## config.mk

```make
export PLATFORM = sky130hd
export DESIGN_NAME = ip_psram_arbiter
export DESIGN_NICKNAME = d
export VERILOG_FILES = /design/src/rtl/ip_psram_arbiter.sv
export SDC_FILE = /design/constraint.sdc
export NUM_CORES = 1
export LEC_CHECK = 0
export CAP_MARGIN = 5
export CELL_PAD_IN_SITES_DETAIL_PLACEMENT = 0
export CELL_PAD_IN_SITES_GLOBAL_PLACEMENT = 2
export CORE_MARGIN = 2
export CORE_UTILIZATION = 25
export DETAILED_ROUTE_END_ITERATION = 8
export PLACE_DENSITY = 0.92
export SYNTH_ARGS = -nofsm -noshare
export SYNTH_HDL_FRONTEND = slang
export SYNTH_SLANG_ARGS = --single-unit
```

## constraint.sdc

```tcl
create_clock -name clk -period 2.4 [get_ports clk]
set_clock_uncertainty 0.1 [all_clocks]
set_input_delay 0.24 -clock clk [delete_from_list [all_inputs] [get_ports clk]]
set_output_delay 0.24 -clock clk [all_outputs]
set_load 0.02 [all_outputs]
```

## src/rtl/ip_psram_arbiter.sv

```systemverilog
// Two-port (A/B) arbiter in front of a single PSRAM command interface.
// Optional macro IP_PSRAM_ARBITER_ROUND_ROBIN_EN selects round-robin tie-break (default: port A wins).
module ip_psram_arbiter (
  input  logic        clk,
  input  logic        reset,
  input  logic        a_rd,
  input  logic        a_wr,
  input  logic [21:0] a_address,
  input  logic [7:0]  a_wdata,
  output logic        a_ack,
  output logic [7:0]  a_rdata,
  output logic        a_rdata_en,
  input  logic        b_rd,
  input  logic        b_wr,
  input  logic [21:0] b_address,
  input  logic [7:0]  b_wdata,
  output logic        b_ack,
  output logic [7:0]  b_rdata,
  output logic        b_rdata_en,
  output logic        rd,
  output logic        wr,
  output logic [21:0] address,
  output logic [7:0]  wdata,
  input  logic        busy,
  input  logic [7:0]  rdata,
  input  logic        rdata_en
);

  typedef enum logic [1:0] {IDLE, ISSUE, HOLD, WAIT} state_t;

  state_t state;
  logic   gnt_b;
  logic   op_rd;
  logic   seen;
  logic   a_req;
  logic   b_req;
  logic   pick_b;
  logic   ack_now;
  logic   rd_take;
  logic   done;

  assign a_req = a_rd | a_wr;
  assign b_req = b_rd | b_wr;

`ifdef IP_PSRAM_ARBITER_ROUND_ROBIN_EN
  logic ptr_b;
  assign pick_b = b_req & (~a_req | ptr_b);
`else
  assign pick_b = b_req & ~a_req;
`endif

  // Ack must coincide with the cycle the PSRAM accepts, so it is decoded from state and busy.
  assign ack_now = (state == ISSUE) & ~busy & ~reset;
  assign a_ack   = ack_now & ~gnt_b;
  assign b_ack   = ack_now & gnt_b;

  assign rd_take = op_rd & rdata_en & ((state == HOLD) | (state == WAIT));
  assign done    = (state == WAIT) & ~busy & (~op_rd | seen | rdata_en);

  always_ff @(posedge clk) begin
    if (reset) begin
      state      <= IDLE;
      gnt_b      <= 1'b0;
      op_rd      <= 1'b0;
      seen       <= 1'b0;
      rd         <= 1'b0;
      wr         <= 1'b0;
      address    <= '0;
      wdata      <= '0;
      a_rdata    <= '0;
      b_rdata    <= '0;
      a_rdata_en <= 1'b0;
      b_rdata_en <= 1'b0;
`ifdef IP_PSRAM_ARBITER_ROUND_ROBIN_EN
      ptr_b      <= 1'b0;
`endif
    end else begin
      // read return stage: one register between PSRAM and the requesting port
      a_rdata_en <= rd_take & ~gnt_b;
      b_rdata_en <= rd_take & gnt_b;
      if (rd_take & ~gnt_b) a_rdata <= rdata;
      if (rd_take & gnt_b)  b_rdata <= rdata;
      if (rd_take) seen <= 1'b1;

      case (state)
        IDLE: begin
          if (a_req | b_req) begin
            gnt_b   <= pick_b;
            op_rd   <= pick_b ? b_rd : a_rd;
            rd      <= pick_b ? b_rd : a_rd;
            wr      <= pick_b ? ~b_rd : ~a_rd;
            address <= pick_b ? b_address : a_address;
            wdata   <= pick_b ? b_wdata : a_wdata;
            seen    <= 1'b0;
            state   <= ISSUE;
          end
        end
        ISSUE: begin
          if (!busy) begin
            rd    <= 1'b0;
            wr    <= 1'b0;
            state <= HOLD;
`ifdef IP_PSRAM_ARBITER_ROUND_ROBIN_EN
            ptr_b <= ~gnt_b;
`endif
          end
        end
        HOLD: state <= WAIT;
        WAIT: begin
          if (done) begin
            address <= '0;
            wdata   <= '0;
            state   <= IDLE;
          end
        end
        default: state <= IDLE;
      endcase
    end
  end

endmodule
```

==> metrics.yaml <==
pwr:
  p_leak_nw: 1.598
  p_per_area_mw_per_mm2: 812.7
  total_power_mw: 3.462
  peakVddDrop_mv: 0.2921
drt:
  vias: 2593
  wl_per_cell_um: 15.23
  ant_nets: 0
  avgViaCountPerCell: 4.715
  dr.pass1.iters: 4
  first_iter_violations: 136
  drt_wl_total_mm: 8.378
  drc: 0
critical_path:
  end_kind: "output port"
  path_buf_inv: 2
  cp.required_ns: 2.06
  path_cells: "inv_1, ha_1, nor4b_1, dlymetal6s2s_1"
  arrival_ns: 1.64
  path_delay_family: "buffers and inverters"
  cp_max_fo: 6
  slowest_delay_ns: 0.35
  start_kind: "flip-flop"
  slowest_stage: "dfxtp_1"
  worst-setup-path-type: "flip-flop to output port"
synth:
  ys_seq_area_share_pct: 39.20
  ys.warnings.count: 0
  synth_nets: 376
  ys_types: 37
  avgSynthCellArea_um2: 9.554
  ys_async_sr_fraction_pct: 0
  synth_area_mm2: 0.002809
  synth-edff-count: 0
  synth_cells: 294
  synth-main-ff-cell: "dfxtp_1"
  synth_seq_cells: 55
timing:
  fin_crit_sh_pct: 82.61
  fmax_mhz: 504.4
  finalCriticalPeriod_ns: 1.983
  slew_headroom_pct: 73.18
  worstMarginPinSlew_ns: 0.4024
  rsz0062_at_grt: "no"
  setup_tns_ns: 0
  slew_viol_final: 0
  setup_viol: 0
  finalHoldViolations: 0
grt:
  grt_pass1_vias: 2580
  gr-usage-all-layers_pct: 13.51
  grt-ovfl-total: 0
  grt_max_degree: 37
  grt_pass1_wl_mm: 12.80
  antenna_found_initial: 0
cells_and_area:
  finalNetCount: 491
  drive_gt1_share_pct: 6.341
  area_growth_pct: 51.67
  layout_commonest_cell: "clkdlybuf4s50_1"
  final_cell_mix: "124 x clkdlybuf4s50_1, 55 x dfxtp_1, 38 x mux2i_1"
  fin_util_pct: 39.13
  insertedDiodeCount: 0
flow_run:
  maxCapViolCount: 0
clocking:
  htreeDepth: 2
  clk-insertion-delay-late_ns: 0.31
  hold_buffers: 0
  tritoncts: "built"
  cts_buffers: 5
  cts-root-buf: "clkbuf_8"
  cts.reportedPaths.clkPinSlew_ns: 0.10
  clk_path_buf_depth: 2
  cts_sinks: 55
worst_hold_path:
  worst_hold_path_type: "flip-flop to flip-flop"
floorplanning:
  coreArea_mm2: 0.01089
  die_area_mm2: 0.01210
  num_rows: 38
  fp.dieW_um: 110
  io_pins: 128
  die_y_um: 110
  initial_core_util_pct: 25.80
placement:
  dpl.hpwl_mm: 5.782
  portBuffers: 127
  place_congestion: 0.7007
status:
  outcome: "finished clean"
[worst min-delay path, delay by kind of cell (launching register included)]
kind	cells	cell delay [ns]
AND/OR/NAND/NOR	1	0.05
AO/OA/AOI/OAI	1	0.05
flip-flops	1	0.32
[through the flow]
stage / hold WS [ns] / cell area [µm²] / setup WS (ns) / std cells
floorplan: 0.2760 / 2809 / 0.6897 / 294
global placement: 0.3411 / 4164 / 0.3540 / 542
detailed placement: 0.3496 / 4164 / 0.3176 / 542
CTS: 0.3669 / 4255 / 0.0002556 / 550
global route: 0.3750 / 4260 / 0.2991 / 550
finish: 0.3623 / 4260 / 0.4174 / 550
[registers in the layout, indices dropped and copies added, names as in the netlist]
name	flops
b_rdata_en	1
address	22
wr	1
a_rdata	8
gnt_b	1
wdata	8
state	2
seen	1
a_rdata_en	1
b_rdata	8
op_rd	1
rd	1
[per-layer routing]
metal	track usage (%)	up-vias	wire length (µm)
met3	5.173	4	823
met1	17.58	1198	3913
met5	0	-	0
li1	-	1295	-
met2	21.34	96	3604
met4	2.712	0	36
[worst paths after layout]
kind / start / depth (start not counted) / slack (ns) / to
worst min-delay path: b_rdata[1]$_SDFFE_PP0P_ / 2 / 0.36 / b_rdata[1]$_SDFFE_PP0P_
worst max register to register: state[1]$_SDFFE_PP0P_ / 6 / 0.51 / address[7]$_SDFFE_PP0P_
worst min register to register: b_rdata[1]$_SDFFE_PP0P_ / 2 / 0.36 / b_rdata[1]$_SDFFE_PP0P_
worst max-delay path: state[1]$_SDFFE_PP0P_ / 4 / 0.42 / a_ack
[cell usage after synthesis, types with 2 or more instances]
cell / number / area (µm²)
a211oi_1: 3 / 22.52
nand2_1: 21 / 78.83
clkbuf_2: 2 / 10.01
nor2_1: 12 / 45.04
clkbuf_1: 4 / 15.01
mux2i_1: 38 / 380.4
a31oi_1: 32 / 200.2
buf_6: 5 / 56.30
inv_1: 4 / 15.01
nor2b_1: 3 / 18.77
o21ai_0: 2 / 10.01
and4_1: 30 / 262.8
nand2b_1: 30 / 187.7
dfxtp_1: 55 / 1101
ha_1: 6 / 75.07
a21oi_1: 12 / 60.06
buf_2: 15 / 75.07
[logic make-up (layout without fill, tap and decap cells)]
family                     count (synthesis)  in the layout  synth area share, %
AOI/OAI and AO/OA                         55             55                13.01
adders and majority gates                  6              6                2.673
buffers and inverters                     31            147                6.369
DFF                                       55             55                39.20
muxes                                     38             38                13.54
and+or+nand+nor                          109            109                25.21
[cell type report]
class	count	area [µm²]
Multi-Input combinational cell	208	1534
Fill cell	1116	6628
Inverter	4	15.01
Tap cell	140	175.2
Sequential cell	55	1101
Clock buffer	5	68.82
Timing Repair Buffer	135	1344
Clock inverter	3	22.52
[where the power goes]
part           total (mW)  internal [mW]  switching [mW]
combinational        1.67          0.839           0.833
clock               0.537          0.212           0.324
sequential           1.25           1.13           0.126
total                3.46           2.18            1.28
[timing repair]
| item | CTS | global route |
|---|---|---|
| gates resized for setup | 0 | 2 |
| endpoints found under the setup margin | 0 | 2 |
| buffers inserted | 0 | 0 |
Power figures use the tool's default switching activity.
